==> src/rtl/bin2bcd_seq.sv <==
// -----------------------------------------------------------------------------
// bin2bcd_seq
//
// Sequential binary-to-BCD converter using the double-dabble (shift-and-add-3)
// algorithm, one input bit per clock. A conversion is accepted in IDLE, runs
// for exactly WIDTH cycles in SHIFT and then holds its result in DONE until the
// consumer takes it. With SIGNED=1 the input is two's complement: the block
// converts the magnitude and reports the sign separately.
//
// Parameters
//   WIDTH   binary input width in bits (2..32)
//   DIGITS  number of BCD output digits (1..10)
//   SIGNED  1: din is two's complement, 0: din is unsigned
//
// Ports
//   clk        clock, all state changes on the rising edge
//   rst        synchronous active-high reset
//   in_valid   din holds a value to convert
//   in_ready   block can accept input (high only in IDLE)
//   din        binary value to convert
//   out_valid  result complete (high only in DONE)
//   out_ready  consumer accepts the result
//   bcd        BCD magnitude, digit k in bits [4k+3:4k], units in [3:0]
//   sign       input was negative (always 0 when SIGNED=0)
//   overflow   magnitude >= 10^DIGITS; bcd then holds magnitude mod 10^DIGITS
//   busy       conversion in progress (SHIFT state)
// -----------------------------------------------------------------------------
module bin2bcd_seq #(
   parameter int WIDTH  = 10,
   parameter int DIGITS = 3,
   parameter int SIGNED = 0
) (
   input  logic                  clk,
   input  logic                  rst,
   input  logic                  in_valid,
   output logic                  in_ready,
   input  logic [WIDTH-1:0]      din,
   output logic                  out_valid,
   input  logic                  out_ready,
   output logic [4*DIGITS-1:0]   bcd,
   output logic                  sign,
   output logic                  overflow,
   output logic                  busy
);

   // Smallest counter that can hold WIDTH-1, never narrower than one bit.
   localparam int CNT_W = ($clog2(WIDTH) < 1) ? 1 : $clog2(WIDTH);
   localparam logic [CNT_W-1:0] CNT_LOAD = CNT_W'(WIDTH - 1);
   localparam logic [CNT_W-1:0] CNT_ONE  = CNT_W'(1);

   typedef enum logic [1:0] {
      IDLE  = 2'd0,
      SHIFT = 2'd1,
      DONE  = 2'd2
   } state_t;

   state_t                state_q, state_d;
   logic [WIDTH-1:0]      mag_q,   mag_d;
   logic [4*DIGITS-1:0]   bcd_q,   bcd_d;
   logic                  sign_q,  sign_d;
   logic                  ovf_q,   ovf_d;
   logic [CNT_W-1:0]      cnt_q,   cnt_d;

   // ---------------------------------------------------------------------------
   // Input magnitude: for a negative signed input take the WIDTH-bit
   // two's-complement negation. The most negative value negates to itself,
   // which read as unsigned is exactly its magnitude (e.g. 8-bit 0x80 -> 128).
   // ---------------------------------------------------------------------------
   logic                  din_neg;
   logic [WIDTH-1:0]      din_mag;

   assign din_neg = (SIGNED != 0) && din[WIDTH-1];
   assign din_mag = din_neg ? (~din + {{(WIDTH-1){1'b0}}, 1'b1}) : din;

   // ---------------------------------------------------------------------------
   // Double-dabble digit adjustment: every digit >= 5 gets +3 so that the
   // following left shift produces a correct decimal carry into the next digit.
   // ---------------------------------------------------------------------------
   logic [4*DIGITS-1:0]   bcd_adj;

   genvar gi;
   generate
      for (gi = 0; gi < DIGITS; gi++) begin : g_adj
         logic [3:0] dig;
         assign dig                  = bcd_q[4*gi +: 4];
         assign bcd_adj[4*gi +: 4]   = (dig >= 4'd5) ? (dig + 4'd3) : dig;
      end
   endgenerate

   // Shift of the {digits, magnitude} chain: the magnitude MSB enters the
   // units digit and the MSB of the (adjusted) top digit falls off the end.
   // A 1 falling off means the value has reached 10^DIGITS.
   logic [4*DIGITS-1:0]   bcd_shift;
   logic [WIDTH-1:0]      mag_shift;
   logic                  carry_out;

   assign bcd_shift = {bcd_adj[4*DIGITS-2:0], mag_q[WIDTH-1]};
   assign mag_shift = {mag_q[WIDTH-2:0], 1'b0};
   assign carry_out = bcd_adj[4*DIGITS-1];

   // ---------------------------------------------------------------------------
   // State register
   // ---------------------------------------------------------------------------
   always_ff @(posedge clk) begin
      if (rst) begin
         state_q <= IDLE;
         mag_q   <= '0;
         bcd_q   <= '0;
         sign_q  <= 1'b0;
         ovf_q   <= 1'b0;
         cnt_q   <= '0;
      end else begin
         state_q <= state_d;
         mag_q   <= mag_d;
         bcd_q   <= bcd_d;
         sign_q  <= sign_d;
         ovf_q   <= ovf_d;
         cnt_q   <= cnt_d;
      end
   end

   // ---------------------------------------------------------------------------
   // Next-state and output logic
   // ---------------------------------------------------------------------------
   always_comb begin
      state_d   = state_q;
      mag_d     = mag_q;
      bcd_d     = bcd_q;
      sign_d    = sign_q;
      ovf_d     = ovf_q;
      cnt_d     = cnt_q;
      in_ready  = 1'b0;
      out_valid = 1'b0;
      busy      = 1'b0;

      case (state_q)
         IDLE: begin
            in_ready = 1'b1;
            // Result registers keep the previous conversion until a new
            // value is accepted.
            if (in_valid) begin
               mag_d   = din_mag;
               bcd_d   = '0;
               ovf_d   = 1'b0;
               sign_d  = din_neg;
               cnt_d   = CNT_LOAD;
               state_d = SHIFT;
            end
         end

         SHIFT: begin
            busy  = 1'b1;
            mag_d = mag_shift;
            bcd_d = bcd_shift;
            ovf_d = ovf_q | carry_out;
            cnt_d = cnt_q - CNT_ONE;
            // Counter was loaded with WIDTH-1, so the step taken while it
            // reads 0 is the WIDTH-th and last one.
            if (cnt_q == '0) begin
               state_d = DONE;
            end
         end

         DONE: begin
            out_valid = 1'b1;
            if (out_ready) begin
               state_d = IDLE;
            end
         end

         default: begin
            state_d = IDLE;
         end
      endcase
   end

   assign bcd      = bcd_q;
   assign sign     = sign_q;
   assign overflow = ovf_q;

endmodule
==> config.mk <==
export PLATFORM = sky130hd
export DESIGN_NAME = bin2bcd_seq
export DESIGN_NICKNAME = d
export VERILOG_FILES = /design/src/rtl/bin2bcd_seq.sv
export SDC_FILE = /design/constraint.sdc
export NUM_CORES = 1
export LEC_CHECK = 0
export ABC_AREA = 1
export BUFFER_PORTS_ARGS = -buffer_cell sky130_fd_sc_hd__buf_2
export CORE_MARGIN = 2
export CORE_UTILIZATION = 25
export DETAILED_ROUTE_END_ITERATION = 12
export GPL_ROUTABILITY_DRIVEN = 0
export PLACE_DENSITY = 0.49
export SLEW_MARGIN = 20
export SYNTH_ARGS = -nofsm -noshare
export SYNTH_HDL_FRONTEND = slang
export SYNTH_SLANG_ARGS = --single-unit
==> constraint.sdc <==
create_clock -name clk -period 1.9 [get_ports clk]
set_input_delay 0.38 -clock clk [delete_from_list [all_inputs] [get_ports clk]]
set_output_delay 0.38 -clock clk [all_outputs]
set_load 0.02 [all_outputs]
Word level (Yosys, flattened, before mapping)
Cells that the tools add are included.
Word-level totals
  bits in registers: 29
  output and inout bits: 17
  logic and storage cells: 41
Cells by class
  $add $sub $neg: 4
  order comparisons: 3
  equal/unequal tests: 5
  mux-type cells: 18
  bitwise gates (word level): 1
  reductions and logical operators: 5
Operator list (number)
  12-bit case mux with 2 select lines: 1
  10-bit case mux with 2 select lines: 1
  4-bit two-way mux: 4
  4-bit by 2-bit adder with 4-bit output (second input constant): 3
  4-bit by 3-bit >= comparator with 1-bit output (second input constant): 3
  12-bit two-way mux: 1
  10-bit two-way mux: 1
  4-bit case mux with 2 select lines: 1
  2-bit two-way mux: 3
  2-bit inequality test (second input constant): 3
  2-bit case mux with 3 select lines: 1
  4-bit logical NOT: 1
  1-bit two-way mux: 4
  4-bit by 1-bit subtractor with 4-bit output (second input constant): 1
  3-bit AND reduction: 1
  2-bit by 1-bit == test with 1-bit output (second input constant): 1
  2-bit == test (second input constant): 1
  2-bit logical NOT: 1
  1-bit case mux with 2 select lines: 1
  2-bit AND reduction: 1
  2-bit nonzero test: 1
  1-bit OR: 1

Depth between registers and ports, before layout
  depth in word-level cells: 4
  mapped depth: 9
  gate-level depth less buffers: 9

Worst setup path after synthesis
No wires, ideal clock.
  path kind: register to register
  start: register bcd_q[4], in the netlist bcd[4]
  end: register bcd_q[8], in the netlist bcd[8]
  arrival time: 1.295 ns
  setup slack: 0.539 ns
  stages on the path, launching flop included: 10
  path buffers: 0
  clock period less this slack: 1.361 ns
  cell sequence: dfxtp_1 -> inv_1 -> ha_1 -> inv_1 -> nand2_1 -> nand3_1 -> nand2_1 -> nor2_1 -> nor2_1 -> nor2_1
Between the ends
  longest elaborated chain between the ends: 3
  elaborated cells on any way between the ends: 4
Ends and longest elaborated chain
  from (decl): line 59  | logic [4*DIGITS-1:0] bcd_q, bcd_d;
  from (signal assigned): line 108  | bcd_q <= '0;
  from (signal assigned): line 115  | bcd_q <= bcd_d;
  4-bit by 2-bit adder with 4-bit output or 4-bit by 3-bit >= comparator with 1-bit output (tied branches): line 86  | assign bcd_adj[4*gi +: 4] = (dig >= 4'd5) ? (dig + 4'd3) : dig;
  4-bit two-way mux (*): line 86
  12-bit case mux with 2 select lines (*): line 136  | case (state_q)
Every way passes the cells marked *; elsewhere a longest branch is shown, timed or not.
A chain may end at the register's enable or synchronous reset.

Final worst setup path
  start: register state_q[0]
  end: output port busy
Between the ends
  longest elaborated chain between the ends: 2
Ends and longest elaborated chain
  from (decl): line 57  | state_t state_q, state_d;
  from (signal assigned): line 113  | state_q <= state_d;
  2-bit by 1-bit == test with 1-bit output: line 136
  1-bit two-way mux: line 136
  to (decl): line 43  | output logic busy
No other way between the ends.

==> flow_summary.toml <==
[timing]
finalSetupViolCount = 0
hold_viol = 0
fin_crit_sh_pct = 84.03
clock_skew_ps = 8.680
final.min_clock_period_ps = 1597
tns_ps = 0
holdWs_ps = 350.6
slew_violations = 0
max_freq_mhz = 626.3
rsz0062_at_grt = "false"

[power_and_ir_drop]
power_density_mw_per_mm2 = 824.2
cellLeakagePower_nw = 0.8812
max-vdd-ir-drop_uv = 391.4

[clock_tree]
cts_resized = 0
post_cts_buffers = 0
cts_tree = "yes"
clock-sinks = 29
cts_hold_buf = 0
cts.path.max_buffers = 2
cts_root_buffer = "clkbuf_8"
cts-buffers-inserted = 5
insertion_delay_ps = 280
clk_pin_slew_ps = 70
h-tree-depth = 2

[hold_path]
hold_path.class = "input port to register"
hold_start = "din[0]"
whs_endpoint = "mag_q[0]"
hold_depth = 3

[finish]
drive_gt1_share_pct = 20.38
syn_to_final_growth_pct = 20.40
antenna_cells = 0
nets = 281
fill_cells = 650

[floorplan]
die_w_um = 83.25
start_util_pct = 26.21
die_area_mm2 = 0.006931
row_count = 28
io_pins = 31
core-area_mm2 = 0.005991
die-height_um = 83.25

[logic_synthesis]
synth_cells = 226
async_flop_share_pct = 0
synth_area_per_cell_um2 = 6.948
synthesis.nets = 248
yosysSeqAreaShare_pct = 36.97
ys_top_cells_by_area = "dfxtp_1, nand2_1, ha_1"
synth_cell_types = 24
synth_ff_type = "dfxtp_1"
synth_seq_cells = 29
yosys_warnings = 0
yosysTopAreaCell = "dfxtp_1"
syn-cell-area_mm2 = 0.001570
yosysMostFrequentCell = "nand2_1"
synth_edf_count = 0
synth_top_area_share_pct = 36.97
ys_top_cells_by_count = "nand2_1, dfxtp_1, inv_1"

[setup_path]
rrSetupSlack_ps = 570
crit_fanout = 9
worst_setup_path_start_kind = "register"
r2r_start = "bcd[8]"
worstSetupPathType = "register to output pin"
reg2reg_to = "overflow"
worst_setup_path_end_kind = "output pin"
cp.required_ps = 1520
reg2reg_depth = 9
cp.arrival_ps = 1220

[global_route]
grt_util_met2_pct = 16.86
antenna_found_initial = 0
overflow = 0
grt_use_total_pct = 10.80
grt.busiest_layer = "met2"
use_met1_pct = 14.03
grt_pass1_wl_mm = 6.092
grt_pass1_vias = 1320
grt_max_degree = 21
use_met3_pct = 3.181

[detailed_routing]
drt-total-wl_mm = 3.617
drt_iter0_drc = 48
dr.pass1.iters = 4
vias_per_cell = 4.433
drtAntennaViolNets = 0
drc = 0
vias = 1485
avgRoutedWirePerCell_um = 10.80

[outcome]
status = "finished, final reports clean"

[placement]
port_buffers = 29
hpwlAfterDp_mm = 2.594

[run]
maxCapViolCount = 0
-- power breakdown --
| group | switching (mW) | internal [mW] |
|---|---|---|
| Clock | 0.242 | 0.427 |
| Combinational | 0.149 | 0.0746 |
| Sequential | 0.0220 | 0.642 |
| Total | 0.414 | 1.14 |
-- worst max-delay path: stages, from the launching register on --
cell     delay, ps
dfxtp_1        440
inv_2           70
nor2_4         220
buf_2          220
-- final cells by class --
class | count | area, µm² | area share, %
timing repair buffer | 32 | 167.7 | 8.868
multi-input combinational | 163 | 822.0 | 43.48
sequential | 29 | 580.6 | 30.71
clock buffer | 7 | 86.33 | 4.567
inverter | 28 | 110.1 | 5.824
clock inverter | 1 | 30.03 | 1.588
tap | 75 | 93.84 | 4.964
-- flip-flops by register name, summed over array words and instances, names as in the netlist --
register / cells
state_q: 2
overflow: 1
mag_q: 10
bcd: 12
cnt_q: 4
-- kinds of logic after synthesis --
| group | count (synthesis) | synth area share (%) |
|---|---|---|
| AOI/OAI and AO/OA | 33 | 12.11 |
| adders and majority gates | 8 | 6.375 |
| buffers and inverters | 34 | 10.68 |
| DFF | 29 | 36.97 |
| other | 1 | 0.2388 |
| and+or+nand+nor | 121 | 33.63 |
-- layout by cell type, fill, tap and decap left out, drive strengths merged --
master / netlist / routed
a21oi: 17 / 17
a31oi: 4 / 4
and2: 1 / 1
buf: 4 / 32
bufinv: 0 / 1
clkbuf: 2 / 7
conb: 1 / 1
dfxtp: 29 / 29
ha: 8 / 8
inv: 28 / 28
nand2: 76 / 76
nand3: 19 / 19
nand4: 6 / 6
nor2: 19 / 19
o211ai: 3 / 3
o21ai: 8 / 8
o22ai: 1 / 1
-- through the flow --
stage          setup slack [ps]  power [mW]  std cells  cell area (µm²)  util (%)
2_1_floorplan             539.1      0.8545        226             1570         -
3_3_place_gp              572.0      0.9065        327             1774     29.62
3_5_place_dp              568.9      0.9060        327             1774     29.62
4_1_cts                   286.4       1.580        335             1891     31.56
5_1_grt                   222.8       1.634        335             1891     31.56
6_report                  303.4       1.558        335             1891     31.56
-- routing by layer --
metal / routed length (µm) / share of wire (%)
met5: 0 / 0
met4: 50 / 1.4
met3: 187 / 5.2
met2: 1588 / 44
met1: 1791 / 50
-- how the worst max path moves through the flow --
| stage | from | end | slack (ps) | cells after the start |
|---|---|---|---|---|
| finish | state_q[0] | busy | 300 | 3 |
| CTS | state_q[0] | busy | 290 | 3 |
| floorplan | bcd[4] | bcd[8] | 540 | 9 |
| global route | state_q[0] | busy | 220 | 3 |
| global placement | bcd[8] | overflow | 570 | 9 |
| detailed placement | bcd[4] | bcd[8] | 570 | 9 |
Note: power is estimated with default switching activity, not from simulation.
